## src/rtl/matrix_lfsr_stream.sv

```systemverilog
// GF(2) matrix-step sequence generator with a runtime-loadable matrix and seed.
// Emits one state word per accepted transfer on a valid/ready stream, with run-length and lock-up handling.
module matrix_lfsr_stream #(
    parameter int WIDTH = 8,
    parameter int AW    = 3,
    parameter int CNT_W = 16
) (
    input  logic             clock,
    input  logic             reset_b,
    input  logic             row_we,
    input  logic [AW-1:0]    row_addr,
    input  logic [WIDTH-1:0] row_data,
    input  logic [WIDTH-1:0] seed,
    input  logic [CNT_W-1:0] run_len,
    input  logic             start,
    input  logic             abort,
    output logic [WIDTH-1:0] out_data,
    output logic             out_valid,
    input  logic             out_ready,
    output logic             busy,
    output logic             done,
    output logic             lockup,
    output logic             wr_err,
    output logic [CNT_W-1:0] word_cnt
);

    typedef enum logic [1:0] {S_IDLE, S_RUN, S_DONE} fsm_t;

    fsm_t             r_fsm;
    fsm_t             w_fsm_nxt;
    logic [WIDTH-1:0] r_rows [WIDTH];
    logic [WIDTH-1:0] r_state;
    logic [WIDTH-1:0] w_next;
    logic [CNT_W-1:0] r_word_cnt;
    logic [CNT_W-1:0] w_cnt_inc;
    logic             r_lockup;
    logic             r_done;
    logic             r_wr_err;
    logic             w_idle;
    logic             w_start_ok;
    logic             w_xfer;
    logic             w_len_end;
    logic             w_zero_end;
    logic             w_row_ok;

    // NOTE: every variable assigned in always_comb gets a default first, otherwise a latch is inferred.
    always_comb begin
        w_next = '0;
        for (int i = 0; i < WIDTH; i++) begin
            if (r_state[i]) w_next = w_next ^ r_rows[i];
        end
    end

    assign w_idle     = (r_fsm != S_RUN);
    assign w_start_ok = start && !abort && w_idle;
    assign w_xfer     = (r_fsm == S_RUN) && out_ready && !abort;
    assign w_cnt_inc  = r_word_cnt + 1'b1;
    assign w_len_end  = (run_len != '0) && (w_cnt_inc == run_len);
    // The only way to hold a zero state in RUN is the word emitted after a lock-up.
    assign w_zero_end = (r_state == '0);
    assign w_row_ok   = row_we && w_idle && ({1'b0, row_addr} < (AW+1)'(WIDTH));

    // NOTE: sequential state uses non-blocking assignments so every register samples pre-edge values.
    always_ff @(posedge clock or negedge reset_b) begin
        if (!reset_b) r_fsm <= S_IDLE;
        else          r_fsm <= w_fsm_nxt;
    end

    always_comb begin
        w_fsm_nxt = r_fsm;
        if (abort) begin
            w_fsm_nxt = S_IDLE;
        end else begin
            case (r_fsm)
                S_IDLE, S_DONE: begin
                    if (start) w_fsm_nxt = (seed != '0) ? S_RUN : S_DONE;
                end
                S_RUN: begin
                    if (w_xfer && (w_len_end || w_zero_end)) w_fsm_nxt = S_DONE;
                end
                default: w_fsm_nxt = S_IDLE;
            endcase
        end
    end

    // NOTE: the row memory is reset because a mid-run reset must restore the identity matrix.
    always_ff @(posedge clock or negedge reset_b) begin
        if (!reset_b) begin
            r_state    <= '0;
            r_word_cnt <= '0;
            r_lockup   <= 1'b0;
            r_done     <= 1'b0;
            r_wr_err   <= 1'b0;
            for (int i = 0; i < WIDTH; i++) r_rows[i] <= WIDTH'(1) << i;
        end else begin
            r_done   <= 1'b0;
            r_wr_err <= row_we && (r_fsm == S_RUN);
            if (w_start_ok) begin
                r_state    <= seed;
                r_word_cnt <= '0;
                r_lockup   <= (seed == '0);
                r_done     <= (seed == '0);
            end else if (w_xfer) begin
                r_state    <= w_next;
                r_word_cnt <= w_cnt_inc;
                if (w_next == '0)            r_lockup <= 1'b1;
                if (w_len_end || w_zero_end) r_done   <= 1'b1;
            end
            if (w_row_ok) r_rows[row_addr] <= row_data;
        end
    end

    assign out_data  = r_state;
    assign busy      = (r_fsm == S_RUN);
    assign out_valid = busy;
    assign done      = r_done;
    assign lockup    = r_lockup;
    assign wr_err    = r_wr_err;
    assign word_cnt  = r_word_cnt;

endmodule

```

## config.mk

```make
export PLATFORM = sky130hd
export DESIGN_NAME = matrix_lfsr_stream
export DESIGN_NICKNAME = d
export VERILOG_FILES = /design/src/rtl/matrix_lfsr_stream.sv
export SDC_FILE = /design/constraint.sdc
export NUM_CORES = 1
export LEC_CHECK = 0
export ABC_AREA = 0
export CAP_MARGIN = 0
export CORE_MARGIN = 2
export CORE_UTILIZATION = 60
export CTS_BUF_LIST = sky130_fd_sc_hd__clkbuf_8
export DETAILED_ROUTE_END_ITERATION = 8
export PLACE_DENSITY_LB_ADDON = 0.08
export RECOVER_POWER = 100
export SLEW_MARGIN = 20
export SYNTH_ARGS = -nofsm -noshare
export SYNTH_HDL_FRONTEND = slang
export SYNTH_SLANG_ARGS = --single-unit
```

## constraint.sdc

```tcl
create_clock -name clock -period 7.2 [get_ports clock]
set_input_delay 0.72 -clock clock [delete_from_list [all_inputs] [get_ports clock]]
set_output_delay 0.72 -clock clock [all_outputs]
set_load 0.01 [all_outputs]
```

==> summary.md, run 1 <==
| Metric | Value |
|---|---|
| Largest net degree at the start of global routing | 90 |
| Final wirelength | 13,300 um |
| Core area | 8680 sq um |
| Failing checks | max-capacitance violations, max-slew violations |
| CP peak stage delay | 1.27 ns |
| Syn Std Cell Area | 5330 sq um |
| Kind of critical path | input pin to flop |
| Initial antenna violation count | 0 |
| Io pins | 70 |
| CTS Buf Count | 9 |
| Nets | 613 |
| # Max-Cap Violations | 2 |
| Cells along the critical path | dlygate4sd3_1 > nand3b_1 > nor3b_1 > mux2_2 |
| Setup Buffers After CTS | 0 |
| Fin Hold WS | 0.196 ns |
| Drt pass-1 iters | 5 |
| Worst hold path class | input pin to asynchronous set/reset pin |
| # setup viols final | 0 |
| Worst vdd rail ir drop | 0.244 mV |
| Worst r2r src | word_cnt[0]$_DFFE_PN0P_ |
| Grt total ovfl | 0 |
| Worst-path maximum fanout | 8 |
| Worst reg2reg path depth | 8 |
| Seq/Total Area, Yosys | 43.8% |
| Synth Area per Inst | 10.3 sq um |
| ANT nets after route | 0 |
| Area growth, synth to finish | 17.1% |
| Chip height | 98.3 um |
| Final period util | 41.2% |
| Leakage | 2.54 nW |
| Outcome | finished with violations |
| GPL Wtd Cong | 0.969 |
| Synth Instances | 517 |
| Post-synth EDFFs | 0 |
| Starting Density | 61.5% |
| Post-synth ARST share | 100% |
| Worst Path Arrival | 3.23 ns |
| YS warnings | 0 |
| Count of cell types in the netlist | 65 |
| R2r setup slk | 4.27 ns |
| Peak Freq | 337 MHz |
| Fill count | 688 |
| H-tree Lvls | 3 |
| Setup crit end kind | flop |
| Placed cells | 668 |
| Clock power share | 21.9% |
| RR Endpoint | r_fsm[0]$_DFFE_PN0P_ |
| Setup Skew | 0.0112 ns |
| Worst-margin pin slew | 1.53 ns |
| Final Slew Violations | 18 |
| Clock Pin Slew Worst Setup and Hold Paths | 0.09 ns |
| Req. time, crit path | 7.46 ns |
| Wire per inst | 19.5 um |
| Clk sink count | 93 |
| RSZ-0062 raised after global routing | no |
| Int Pwr | 0.00124 W |
| CP max-delay cell | nor3b_1 |
| CTS tree | built |
| Primary FF master, synth | dfrtp_1 |
| Pwr Density | 311 nW/um^2 |
| Synthesized flop and latch total | 93 |
| Global-route wire length before repair | 22,000 um |
| Slew margin rel. | -2.07% |
| Vias per cell | 6.14 |
| Root buffer cell | clkbuf_8 |
| Non-filler cells, final | 684 |
| Top delay family on crit path | simple AND/OR/NAND/NOR gates |
| Hold violation count in the final report | 0 |
| NetSw | 0.000703 W |
| Hold-fix buffers, CTS | 0 |
| Buf/Inv on CP | 1 |
| CTS resizes | 0 |
| Dpl hpwl | 9510 um |
| Crit path time final | 2.97 ns |
| Setup_tns | 0 ns |
| Logic pwr share | 36.9% |
| Vias in the first global route | 4,200 |
| # diodes | 0 |
| Clock latency on the worst-skew pair | 0.37 ns |
| Critical Path Source Type | input pin |
| Die footprint | 9660 sq um |
| Clock Tree Buf Depth | 2 |
| Starting DRT DRC Count | 213 |
| DR vias | 4,198 |
| Die span in x | 98.3 um |
| Row cnt | 34 |
| GRT Total Usage | 29.2% |
| Fraction of layout cells with a size suffix above 1 | 16.8% |
| DR DRC count | 0 |
| I/O Buffers | 69 |
| Reg power frac | 41.2% |
| Syn_nets | 559 |
| Sw Share | 36.2% |
-- sequential cells by signal, summed over array words and instances, names as in the netlist --
| signal | flops |
|---|---|
| r_rows | 64 |
| word_cnt | 16 |
| out_data | 8 |
| r_fsm | 2 |
| done | 1 |
| lockup | 1 |
| wr_err | 1 |
-- worst register-to-register path, stage by stage (launching register included) --
cell	delay (ns)
dfrtp_1	0.49
ha_1	0.38
nand4_1	0.19
or4_1	0.61
xnor2_1	0.30
nand4_1	0.18
nor4_2	0.28
nand4_1	0.16
and2_1	0.23
-- layer usage --
metal	wire [um]	GRT usage, %
met5	0	0
met4	408	12.5
met3	836	5.65
met2	6650	47.6
met1	5430	38.3
-- metrics by stage --
step | cell area [sq um] | worst slack [ns] | power (W) | util, %
after detailed placement | 6020 | 4.01 | 0.00154 | 69.4
final | 6240 | 4.23 | 0.00194 | 72.0
after global placement | 6020 | 4.19 | 0.00150 | 69.4
after global routing | 6240 | 3.95 | 0.00204 | 72.0
after floorplan | 5330 | 4.73 | 0.00127 | -
after CTS | 6270 | 4.40 | 0.00196 | 72.2
-- Yosys cell counts, types with 3 or more instances --
master,count,area [sq um]
a21oi_1,7,35.0
a22oi_1,8,60.1
and2_1,6,37.5
buf_4,6,45.0
buf_6,3,33.8
clkbuf_1,19,71.3
dfrtp_1,85,2130
dfstp_2,8,210
inv_1,6,22.5
mux2_2,64,721
nand2_1,82,308
nand2b_1,4,25.0
nand3_1,11,55.1
nand3b_1,5,37.5
nand4_1,8,50.1
nor2_1,15,56.3
nor3_1,4,20.0
nor3b_1,3,22.5
nor4_1,4,25.0
o21ai_0,31,155
o31ai_1,6,45.0
or3_1,3,18.8
or4_1,4,30.0
xnor2_1,51,447
xor2_1,25,219
-- cells by family (layout without fill, tap and decap cells) --
| kind of cell | count (synthesis) | after routing | share of synthesized area, % |
|---|---|---|---|
| AOI/OAI and AO/OA | 74 | 74 | 9.03 |
| DFF | 93 | 93 | 43.8 |
| buffers and inverters | 35 | 94 | 3.33 |
| adders and majority gates | 1 | 1 | 0.235 |
| and+or+nand+nor | 172 | 172 | 17.1 |
| muxes | 65 | 65 | 13.7 |
| xor gates and xnor gates | 77 | 77 | 12.8 |
-- power by group through the flow --
stage	Combinational (W)	Clock (W)	Sequential [W]
3_3_place_gp	0.000704	0	0.000798
4_1_cts	0.000733	0.000428	0.000797
6_report	0.000717	0.000426	0.000799
5_1_grt	0.000776	0.000451	0.000816
2_1_floorplan	0.000553	0	0.000714
3_5_place_dp	0.000730	0	0.000805
-- final cells by class --
type	instances	area, sq um	share of cell area (%)
timing repair buffer	72	707	11.3
inverter	6	22.5	0.361
sequential	93	2340	37.4
clock inverter	7	121	1.94
clock buffer	9	124	1.98
multi-input combinational	389	2800	44.8
tap	108	135	2.16
-- placed cells by master, fill, tap and decap left out, types with 4 or more instances in the layout --
cell	netlist	layout
clkbuf_8	0	9
dfrtp_1	85	85
or4_1	4	5
nand3_1	11	11
nand4_1	8	8
o31ai_1	6	6
nor2_1	15	15
and2_1	6	6
a22oi_1	8	8
inv_1	6	7
nand2b_1	4	4
dlygate4sd3_1	0	30
nor4_1	4	4
o21ai_0	31	31
nor3_1	4	4
mux2_2	64	62
xnor2_1	51	52
nand2_1	82	82
nor3b_1	3	5
clkdlybuf4s50_1	0	38
a21oi_1	7	7
nand3b_1	5	5
dfstp_2	8	8
xor2_1	25	25
-- how the worst max path moves through the flow --
stage | depth (start not counted) | from | slack, ns | endpoint
4_1_cts | 8 | word_cnt[0]$_DFFE_PN0P_ | 4.40 | r_fsm[0]$_DFFE_PN0P_
3_5_place_dp | 7 | out_ready | 4.01 | word_cnt[14]$_DFFE_PN0P_
6_report | 4 | row_we | 4.23 | r_rows[31]$_DFFE_PN0P_
3_3_place_gp | 7 | out_ready | 4.19 | word_cnt[6]$_DFFE_PN0P_
2_1_floorplan | 10 | word_cnt[0]$_DFFE_PN0P_ | 4.73 | r_fsm[0]$_DFFE_PN0P_
5_1_grt | 8 | r_fsm[1]$_DFFE_PN0P_ | 3.95 | word_cnt[3]$_DFFE_PN0P_
Power figures use the tool's default switching activity.
==> inputs of run 2 (changes only) <==
- CORE_UTILIZATION: 60 -> 52
- clock period: 7.2 -> 2.6 ns (I/O delays scaled with it)
==> summary.md, run 2 (synthesized netlist as in run 1, its figures left out) <==
| Metric | Value |
|---|---|
| R2r setup slk | 0.17 ns |
| Setup Skew | 0.0188 ns |
| Chip height | 105 um |
| RSZ-0062 raised after global routing | no |
| GRT Total Usage | 25.8% |
| CTS Buf Count | 9 |
| Io pins | 70 |
| Worst-path maximum fanout | 11 |
| Fill count | 811 |
| Final period util | 93.4% |
| Max reg flops | 64 |
| H-tree Lvls | 3 |
| Root buffer cell | clkbuf_8 |
| # Max-Cap Violations | 0 |
| Clock Pin Slew Worst Setup and Hold Paths | 0.10 ns |
| Leakage | 2.58 nW |
| Outcome | finished clean |
| Hold violation count in the final report | 0 |
| GPL Wtd Cong | 0.895 |
| Req. time, crit path | 2.84 ns |
| Largest net degree at the start of global routing | 50 |
| Dpl hpwl | 10,100 um |
| # setup viols final | 0 |
| Final wirelength | 13,700 um |
| Crit path time final | 2.43 ns |
| Setup crit end kind | flop |
| # diodes | 0 |
| Starting DRT DRC Count | 199 |
| ANT nets after route | 0 |
| Core area | 9860 sq um |
| Die span in x | 105 um |
| Initial antenna violation count | 0 |
| Pwr Density | 845 nW/um^2 |
| DR vias | 4,194 |
| Wire per inst | 18.9 um |
| Clock latency on the worst-skew pair | 0.36 ns |
| Most common cell after layout, fill and taps aside | dfrtp_1 |
| Vias in the first global route | 4,190 |
| Setup_tns | 0 ns |
| Worst vdd rail ir drop | 0.518 mV |
| Row cnt | 36 |
| Die footprint | 11,100 sq um |
| Area growth, synth to finish | 19.5% |
| Worst Path Arrival | 2.66 ns |
| DR DRC count | 0 |
| Area post-placement | 6200 sq um |
| Global-route wire length before repair | 22,400 um |
| Vias per cell | 5.77 |
| Nets | 631 |
| Most frequent cells in the layout | dfrtp_1 (85), nand2_1 (82), mux2_2 (64) |
| Starting Density | 54.1% |
| Peak Freq | 412 MHz |
| Fraction of layout cells with a size suffix above 1 | 19.0% |
| Critical Path Source Type | flop |
| Worst-margin pin slew | 1.17 ns |
| Total chip power | 0.00539 W |
| Clk sink count | 93 |
| Final instance area | 6370 sq um |
| Clock Tree Buf Depth | 2 |
| I/O Buffers | 69 |
| Biggest register | r_rows |
| Worst hold path class | flop to flop |
| Kind of critical path | flop to flop |
| Drt pass-1 iters | 7 |
| Slew margin rel. | 22.0% |
| CTS tree | built |
| Grt total ovfl | 0 |
| Final Slew Violations | 0 |
==> run 2: changes by cell type in the layout (fill, tap and decap cells not counted), moves of 2 or more <==
cell / previous run / this run
buf_4: 1 / 9
clkbuf_1: 2 / 9
clkdlybuf4s50_1: 38 / 44
dlygate4sd3_1: 30 / 25
clkbuf_2: 0 / 2
mux2_1: 2 / 0
mux2_2: 62 / 64
==> run 2: power breakdown <==
part           internal [W]  leakage (nW)  switching [W]  total (W)
Combinational       0.00103          1.32        0.00110    0.00213
Sequential          0.00179          1.15       0.000381    0.00217
Clock              0.000555         0.108       0.000536    0.00109
Total               0.00337          2.58        0.00201    0.00539
==> run 2: stage by stage <==
step                std cells  hold WS, ns  util (%)  worst slack [ns]
detailed placement        710        0.306      62.8             0.166
finish                    727        0.514      64.6             0.172
floorplan                 517      -0.0356         -             0.131
global placement          710        0.301      62.8             0.202
global route              727        0.523      64.6            0.0375
CTS                       727        0.453      65.2             0.145
==> run 2: worst paths after layout <==
kind | startpoint | to | cells past startpoint
hold / removal | r_rows[2]$_DFFE_PN0P_ | r_rows[2]$_DFFE_PN0P_ | 1
setup reg to reg | word_cnt[3]$_DFFE_PN0P_ | r_fsm[1]$_DFFE_PN0P_ | 7
setup / recovery | word_cnt[3]$_DFFE_PN0P_ | r_fsm[1]$_DFFE_PN0P_ | 7
min in group asynchronous | reset_b | word_cnt[6]$_DFFE_PN0P_ | 2
hold reg to reg | r_rows[2]$_DFFE_PN0P_ | r_rows[2]$_DFFE_PN0P_ | 1
max in group asynchronous | reset_b | r_rows[61]$_DFFE_PN0P_ | 3
==> run 2: repair_timing <==
| item | in CTS | in global routing |
|---|---|---|
| endpoints found under the hold margin | 42 | 0 |
| setup buffers | 0 | 0 |
| hold buffers | 1 | 0 |
| gates resized for setup | 0 | 1 |
| setup endpoints to repair | 0 | 1 |
==> run 2: critical path, cell delays in order, from the launching register on <==
cell      delay, ns
dfrtp_1        0.57
nand4_2        0.23
or3_1          0.39
and4b_1        0.19
a311o_1        0.38
nor4b_1        0.17
a311oi_1       0.29
nor3_1         0.08
==> run 2: area by class of cell <==
cell class              count  area (sq um)  area share [%]
flip-flops and latches     93          2340            36.7
multi-input cells         389          2810            44.1
clock buffers               9           124            1.94
inverters                   6          22.5           0.353
clock inverters             7           104            1.63
well taps                 133           166            2.61
repair buffers             90           810            12.7
==> run 2: routing by layer <==
metal | routed length, um | vias up | global-route usage (%)
met5 | 0 | - | 0
met3 | 731 | 17 | 3.34
met4 | 250 | 0 | 7.62
met2 | 6680 | 137 | 41.9
met1 | 6080 | 2076 | 36.2
li1 | - | 1964 | -
==> inputs of run 3 (changes only) <==
- TNS_END_PERCENT: default -> 10
==> results of run 3 <==
The final DEF is identical to that of run 2; final timing and power are the same.
